`src/rtl/seg7_pkg.sv`:
```
// Shared constants for the seven-segment scan driver: digit count,
// cathode idle pattern and the hex-to-segment table (a..g = bit 0..6).
package seg7_pkg;

  localparam int NUM_DIGITS = 4;

  localparam logic [NUM_DIGITS-1:0] COMM_OFF = 4'b1111;

  localparam logic [6:0] SEG_TABLE [16] = '{
    7'h3F, 7'h06, 7'h5B, 7'h4F,
    7'h66, 7'h6D, 7'h7D, 7'h07,
    7'h7F, 7'h6F, 7'h77, 7'h7C,
    7'h39, 7'h5E, 7'h79, 7'h71
  };

endpackage

```
`src/rtl/seg7_hex_decode.sv`:
```
// Combinational hex nibble to seven-segment pattern (active high, a = bit 0).
module seg7_hex_decode
  import seg7_pkg::*;
(
  input  logic [3:0] nibble,
  output logic [6:0] seg
);

  always_comb begin
    seg = SEG_TABLE[nibble];
  end

endmodule

```
`src/rtl/seg7_scan.sv`:
```
// 4-digit multiplexed seven-segment driver with frame-aligned updates,
// guard slot and 16-level PWM. Optional: SEG7_LEADING_ZERO_BLANK_EN.
module seg7_scan
  import seg7_pkg::*;
#(
  parameter int DIGIT_CYCLES = 12000
) (
  input  logic                  clk,
  input  logic                  rst_n,
  input  logic [15:0]           data,
  input  logic [3:0]            dp,
  input  logic                  valid,
  output logic                  ready,
  input  logic [3:0]            bright,
  output logic [6:0]            seg,
  output logic                  dp_out,
  output logic [NUM_DIGITS-1:0] comm,
  output logic                  frame
);

  localparam int SLOT_W = $clog2(DIGIT_CYCLES);
  localparam logic [SLOT_W-1:0] SLOT_LAST = SLOT_W'(DIGIT_CYCLES - 1);
  localparam logic [SLOT_W-1:0] SUB_STEP  = SLOT_W'(DIGIT_CYCLES / 16);

  logic [SLOT_W-1:0]     slot_q, slot_d;
  logic [1:0]            digit_q, digit_d;
  logic [15:0]           disp_q, disp_d;
  logic [3:0]            disp_dp_q, disp_dp_d;
  logic                  pend_q, pend_d;
  logic [15:0]           pend_val_q, pend_val_d;
  logic [3:0]            pend_dp_q, pend_dp_d;
  logic [6:0]            seg_q, seg_d;
  logic                  dp_out_q, dp_out_d;
  logic [NUM_DIGITS-1:0] comm_q, comm_d;
  logic                  frame_q, frame_d;

  logic              boundary;
  logic              accept;
  logic [3:0]        nibble;
  logic [6:0]        nibble_seg;
  logic [SLOT_W-1:0] sub_slot;
  logic              blank;
  logic              lit;

  assign boundary = (slot_q == SLOT_LAST) && (digit_q == 2'(NUM_DIGITS - 1));
  assign accept   = valid && !pend_q;
  assign nibble   = disp_q[{digit_q, 2'b00} +: 4];
  assign sub_slot = slot_q / SUB_STEP;

  seg7_hex_decode u_decode (
    .nibble (nibble),
    .seg    (nibble_seg)
  );

`ifdef SEG7_LEADING_ZERO_BLANK_EN
  // A digit is dark when it and everything above it is zero, unless its DP is on.
  always_comb begin
    blank = 1'b0;
    case (digit_q)
      2'd3:    blank = (disp_q[15:12] == 4'h0) && !disp_dp_q[3];
      2'd2:    blank = (disp_q[15:8] == 8'h00) && !disp_dp_q[2];
      2'd1:    blank = (disp_q[15:4] == 12'h000) && !disp_dp_q[1];
      default: blank = 1'b0;
    endcase
  end
`else
  assign blank = 1'b0;
`endif

  assign lit = (slot_q != '0) && (sub_slot <= SLOT_W'(bright)) && !blank;

  // Scan counters and the frame-aligned display/pending registers.
  always_comb begin
    slot_d     = slot_q;
    digit_d    = digit_q;
    disp_d     = disp_q;
    disp_dp_d  = disp_dp_q;
    pend_d     = pend_q;
    pend_val_d = pend_val_q;
    pend_dp_d  = pend_dp_q;

    if (slot_q == SLOT_LAST) begin
      slot_d  = '0;
      digit_d = digit_q + 2'd1;
    end else begin
      slot_d = slot_q + SLOT_W'(1);
    end

    if (boundary) begin
      if (pend_q) begin
        disp_d    = pend_val_q;
        disp_dp_d = pend_dp_q;
        pend_d    = 1'b0;
      end else if (accept) begin
        disp_d    = data;
        disp_dp_d = dp;
      end
    end else if (accept) begin
      pend_d     = 1'b1;
      pend_val_d = data;
      pend_dp_d  = dp;
    end
  end

  always_comb begin
    comm_d   = COMM_OFF;
    seg_d    = nibble_seg;
    dp_out_d = disp_dp_q[digit_q];
    frame_d  = boundary;
    if (lit) begin
      comm_d[digit_q] = 1'b0;
    end
  end

  always_ff @(posedge clk or negedge rst_n) begin
    if (!rst_n) begin
      slot_q     <= '0;
      digit_q    <= 2'd0;
      disp_q     <= 16'h0000;
      disp_dp_q  <= 4'h0;
      pend_q     <= 1'b0;
      pend_val_q <= 16'h0000;
      pend_dp_q  <= 4'h0;
      seg_q      <= 7'h00;
      dp_out_q   <= 1'b0;
      comm_q     <= COMM_OFF;
      frame_q    <= 1'b0;
    end else begin
      slot_q     <= slot_d;
      digit_q    <= digit_d;
      disp_q     <= disp_d;
      disp_dp_q  <= disp_dp_d;
      pend_q     <= pend_d;
      pend_val_q <= pend_val_d;
      pend_dp_q  <= pend_dp_d;
      seg_q      <= seg_d;
      dp_out_q   <= dp_out_d;
      comm_q     <= comm_d;
      frame_q    <= frame_d;
    end
  end

  assign ready  = !pend_q;
  assign seg    = seg_q;
  assign dp_out = dp_out_q;
  assign comm   = comm_q;
  assign frame  = frame_q;

endmodule

```
`config.mk`:
```
export PLATFORM = sky130hd
export DESIGN_NAME = seg7_scan
export DESIGN_NICKNAME = d
export VERILOG_FILES = /design/src/rtl/seg7_pkg.sv /design/src/rtl/seg7_hex_decode.sv /design/src/rtl/seg7_scan.sv
export SDC_FILE = /design/constraint.sdc
export NUM_CORES = 1
export LEC_CHECK = 0
export ABC_AREA = 1
export BUFFER_PORTS_ARGS = -buffer_cell sky130_fd_sc_hd__buf_2
export CORE_AREA = 2 2 109 111
export DETAILED_ROUTE_END_ITERATION = 8
export DIE_AREA = 0 0 111 113
export HOLD_SLACK_MARGIN = 0.1
export PLACE_DENSITY = 0.65
export SLEW_MARGIN = 10
export SYNTH_ARGS = -nofsm -noshare
export SYNTH_HDL_FRONTEND = slang
export SYNTH_SLANG_ARGS = --single-unit
```
`constraint.sdc`:
```
create_clock -name clk -period 5.5 [get_ports clk]
set_input_delay 1.1 -clock clk [delete_from_list [all_inputs] [get_ports clk]]
set_output_delay 1.1 -clock clk [all_outputs]
set_load 0.01 [all_outputs]
```
== Word level (Yosys, flattened, before mapping) ==
Memories as Yosys holds them, arrays and structs flattened. A register that Yosys moved wholly into a read port is not among the register bits.
Cells that the tools add are included.

* Register bits after elaboration: 63
* Bits in latches: 0
* Bits in writable memories: 0
* ROM bits: 112
* Output and inout port bits: 14
* Memories: 1

* Add/subtract/negate cells: 2
* Multiply operators: 0
* Div/mod/pow operators: 1
* Magnitude comparators: 3
* Equal/unequal tests: 2
* Shift-type cells: 1
* Multiplexer cells: 12
* Bitwise logic cells: 3
* Reduce and logical (&&, ||, !) cells: 11

{| class="wikitable"
|+ Memory list
! name !! words !! width !! read ports !! clocked after Yosys merged registers in !! write ports !! line !! RTL
|-
| (no name shown) || 16 || 7 || 1 || 1 || 0 || seg7_hex_decode.sv:10 || <nowiki>seg = SEG_TABLE[nibble];</nowiki>
|}

{| class="wikitable"
|+ Operators by type and width
! operator !! count
|-
| $mux W16 || 2
|-
| $shiftx A16 B5 Y4 || 1
|-
| $add A14 B1 Y14 const B || 1
|-
| $div A14 B10 Y14 const B || 1
|-
| $eq A14 B14 Y1 const B || 1
|-
| $le A14 B4 Y1 || 1
|-
| $mux W14 || 1
|-
| $reduce_bool A14 Y1 || 1
|-
| $mux W4 || 3
|-
| $not A4 Y5 || 1
|-
| $logic_and A1 B1 Y1 || 4
|-
| $mux W1 || 4
|-
| $not A4 Y4 || 1
|-
| $reduce_and A2 Y1 || 2
|-
| $reduce_bool A2 Y1 || 2
|-
| $lt A2 B3 Y1 const B || 1
|-
| $add A2 B1 Y2 const B || 1
|-
| $bmux W1 S2 || 1
|-
| $demux W1 S2 || 1
|-
| $eq A2 B2 Y1 const B || 1
|-
| $ge A2 B1 Y1 const B || 1
|-
| $logic_not A1 Y1 || 2
|-
| $not A1 Y1 || 1
|}

== Longest topological paths before layout ==
* Word-level depth: 6
* Gate-level depth with buffers: 40

== By module ==
Synthesis repeated with hierarchy kept, for this count alone.

* Cell total of the unflattened synthesis: 647
* Area total of the unflattened synthesis: 4659.5 µm²

{| class="wikitable"
|+ Modules (own cells, without submodules)
! module !! times used !! cells an instance !! area an instance (µm²) !! seq. area each (µm²)
|-
| seg7_scan || 1 || 595 || 4389.2 || 1756.7
|-
| seg7_hex_decode || 1 || 52 || 270.3 || 0.0
|}

== Worst setup path after synthesis ==
No wires, ideal clock.

* Path type: register to register
* Start: register slot_q[0]
* End: register comm_q[0], in the netlist comm[0]
* Setup time: 0.088 ns
* Arrival: 3.854 ns
* Data required time: 5.412 ns
* Slack: 1.558 ns
* Cell stages (with the launch flop): 36
* Period minus slack after synthesis: 3.942 ns
* Cells stage by stage: dfrtp_1 inv_1 ha_1 nand3_2 nor2_2 nand2_4 nand3_2 buf_6 nand2_2 nand2_4 nand3_4 nand2_4 nand3_4 nand3_4 nand2_4 nand2_4 inv_2 nand2_2 nand2_4 o21ai_4 nand2_1 nand2_1 inv_1 a21oi_4 nand2_4 nand2_2 nand2_1 nand2_1 nand3_1 a21oi_1 ha_1 nor2_1 o211ai_1 nand2_1 a21oi_1 nand2_1

* Word-level cells in the longest chain between the ends: 4
* Elaborated cells between the ends (all ways): 5

{| class="wikitable"
|+ Ends and longest elaborated chain
! element !! line !! RTL
|-
| start, declared || seg7_scan.sv:25 || <nowiki>logic [SLOT_W-1:0] slot_q, slot_d;</nowiki>
|-
| start signal, assigned || seg7_scan.sv:129 || <nowiki>slot_q <= slot_d;</nowiki>
|-
| $div A14 B10 Y14 || seg7_scan.sv:48 || <nowiki>assign sub_slot = slot_q / SUB_STEP;</nowiki>
|-
| $le A14 B4 Y1 || seg7_scan.sv:70 || <nowiki>assign lit = (slot_q != '0) && (sub_slot <= SLOT_W'(bright)) && !blank;</nowiki>
|-
| $logic_and A1 B1 Y1 (*) || seg7_scan.sv:70 ||
|-
| $mux W4 (*) || seg7_scan.sv:110 || <nowiki>if (lit) begin</nowiki>
|-
| via comm_d[0] || seg7_scan.sv:34 || <nowiki>logic [NUM_DIGITS-1:0] comm_q, comm_d;</nowiki>
|-
| end signal, assigned || seg7_scan.sv:138 || <nowiki>comm_q <= comm_d;</nowiki>
|-
| end, declared || seg7_scan.sv:34 ||
|}

The timed path passes the listed nets; every way through them passes the cells marked *.
A chain may end at the register's enable or synchronous reset.

== Worst setup path after layout ==
* Start: register slot_q[0]
* End: register comm_q[3], in the netlist comm[3]

The elaborated chain is that of the path after synthesis.

==> results.yml <==
routing:
  wl_per_cell_um: 12.2
  drc: 0
  wl_met2_um: 4800
  ant_nets: 0
  dr.pass1.iters: 4
  routed.top_layer: "met4"
  drtIter0Drc: 315
  wl_met1_um: 4720
  num_vias: 4067
  wirelength_um: 9960
  via_per_inst: 5.00
  met3_length_um: 314
global_routing:
  grt_overflow: 0
  grtUsageTotal_pct: 16.8
  grt_max_degree: 71
  grt_pass1_vias: 3995
  grt_pass1_wl_um: 18000
  antenna_found_initial: 0
cells_and_area:
  fin_nets: 712
  fin_util_pct: 47.3
  diodes: 0
  nFillCells: 1115
  final_common_cell: "nand2_1"
  multi_input_area_sq_um: 2490
  synthToLayoutAreaGrowth_pct: 14.5
  drive_above_1_share_pct: 17.6
  final_cell_mix: "181 x nand2_1, 74 x inv_1, 74 x o21ai_0"
  seq_area_sq_um: 1760
placed_design:
  gp_congestion: 0.889
  hpwl_um: 7380
  io_buffers: 40
sta:
  period_needed_ps: 4690
  grt_setup_unrepaired: "false"
  max_clock_freq_mhz: 213
  setup-violations-final: 0
  tightest_slew_ps: 1040
  hold_violations: 0
  slew_headroom_pct: 30.8
  final_max_slew_viol_count: 0
  timing.final.crit_share_pct: 85.3
  fin_tns_setup_ps: 0
  skew_ps: 7.23
setup_path:
  crit_type: "reg2reg"
  required_ps: 5740
  endpoint_kind: "flop"
  cp_top_family: "simple AND/OR/NAND/NOR gates"
  crit_buf_inv: 4
  path_max_fanout: 11
  cp-start-kind: "flop"
  worstPathArrival_ps: 4930
  crit_path_frequent_cell: "nand2_1"
  critPathMaxStageDelay_ps: 410
  slowest_stage: "dfrtp_1"
cts:
  cts_tree: "done"
  hold_buffers: 0
  clock_latency_ps: 330
  htree_levels: 3
  cts_resized: 0
  cts-root-buf: "clkbuf_16"
  cts_setup_buffers: 0
  clk_pin_slew_ps: 60
  numCtsBuffers: 9
  cts_sinks: 70
  clk_path_buf_depth: 2
power:
  power_density_nw_per_um2: 244
  ir_drop_v: 0.000184
  power_w: 0.00130
  power_leakage_nw: 2.65
floorplanning:
  start_util_pct: 41.3
  die-width_um: 111
  die_area_sq_um: 12500
  core_area_sq_um: 11300
  ioPinCount: 41
  die_h_um: 113
  core.rowCount: 39
logic_synthesis:
  synth.avg_cell_area_sq_um: 7.39
  synth_fp_nets: 677
  syn_inst: 631
  ys_ff_latch: 70
  synth_area_sq_um: 4660
  ys_seq_area_share_pct: 37.7
  synth_cell_types: 40
  synth_warnings: 0
job:
  maxCapViolCount: 0
worst_hold_path:
  hp-class: "reg2reg"
status:
  status: "completed"
==> worst min-delay path: cells and delay by family, from the launching register on <==
| kind | cells | cell delay, ps |
|---|---|---|
| flops | 1 | 330 |
| compound gates | 1 | 60 |
| simple gates | 1 | 50 |
==> metal layers <==
layer,vias up,track usage (%)
met2,91,28.4
met5,-,0
met1,1854,22.5
li1,2110,-
met4,0,6.00
met3,12,1.98
==> cells in the mapped netlist (all sizes together) <==
library cell | instances | share of area (%)
a211oi | 1 | 0.16
a21oi | 18 | 2.4
a22oi | 1 | 0.16
a31oi | 2 | 0.27
a32oi | 3 | 0.56
buf | 9 | 1.4
clkbuf | 10 | 0.81
clkinv | 2 | 0.16
dfrtp | 66 | 35
dfstp | 4 | 2.3
ha | 19 | 5.1
inv | 82 | 6.6
nand2 | 201 | 18
nand3 | 41 | 6.3
nand3b | 1 | 0.16
nand4 | 19 | 2.6
nor2 | 41 | 3.6
nor3 | 8 | 1.1
nor4 | 4 | 0.54
o211ai | 2 | 0.32
o21ai | 78 | 8.8
o22ai | 1 | 0.13
o31ai | 1 | 0.16
or2 | 4 | 0.54
xnor2 | 3 | 0.56
xor2 | 10 | 1.9
==> cells by family (layout without fill, tap and decap cells) <==
| family | after synthesis | count (layout) | synth area share, % |
|---|---|---|---|
| AND/OR/NAND/NOR | 319 | 319 | 32.9 |
| AO/OA/AOI/OAI | 107 | 107 | 13.0 |
| buffers and inverters | 103 | 143 | 8.94 |
| flip-flops | 70 | 70 | 37.7 |
| adder cells (fa/ha/maj) | 19 | 19 | 5.10 |
| XOR/XNOR | 13 | 13 | 2.44 |
==> sequential cells by signal, summed over array words and instances (netlist names) <==
name and cells:
disp_q 16, pend_val_q 16, slot_q 14, seg 7
comm 4, disp_dp_q 4, pend_dp_q 4, digit_q 2
dp_out 1, frame 1, pend_q 1
==> cell type report <==
cell class | count | share of cell area [%]
flip-flops and latches | 70 | 32.9
repair buffers | 43 | 4.17
inverters | 84 | 5.91
multi-input cells | 458 | 46.7
well taps | 143 | 3.35
clock inverters | 7 | 2.72
clock buffers | 9 | 4.22
==> stage by stage <==
stage	instances	hold WS, ps	cell area (sq um)	setup WS (ps)
2_1_floorplan	631	445	4660	1560
3_3_place_gp	798	460	4960	1090
3_5_place_dp	798	468	4960	850
4_1_cts	814	482	5330	808
5_1_grt	814	502	5340	320
6_report	814	476	5340	806
==> power by group <==
part | leakage (nW) | internal (W) | switching [W]
registers | 0.886 | 0.000533 | 0.00000759
clock network | 0.176 | 0.000491 | 0.000218
logic | 1.59 | 0.0000203 | 0.0000299
==> worst paths after layout <==
check | startpoint | endpoint | slack [ps] | cells past startpoint
max | slot_q[0] | comm[3] | 810 | 32
min | pend_val_q[2] | pend_val_q[2] | 480 | 2
max reg2reg | slot_q[0] | comm[3] | 810 | 32
min reg2reg | pend_val_q[2] | pend_val_q[2] | 480 | 2
max in group asynchronous | rst_n | seg[3] | 3960 | 2
min in group asynchronous | rst_n | pend_dp_q[0] | 980 | 2
(Power assumes the default switching activity.)
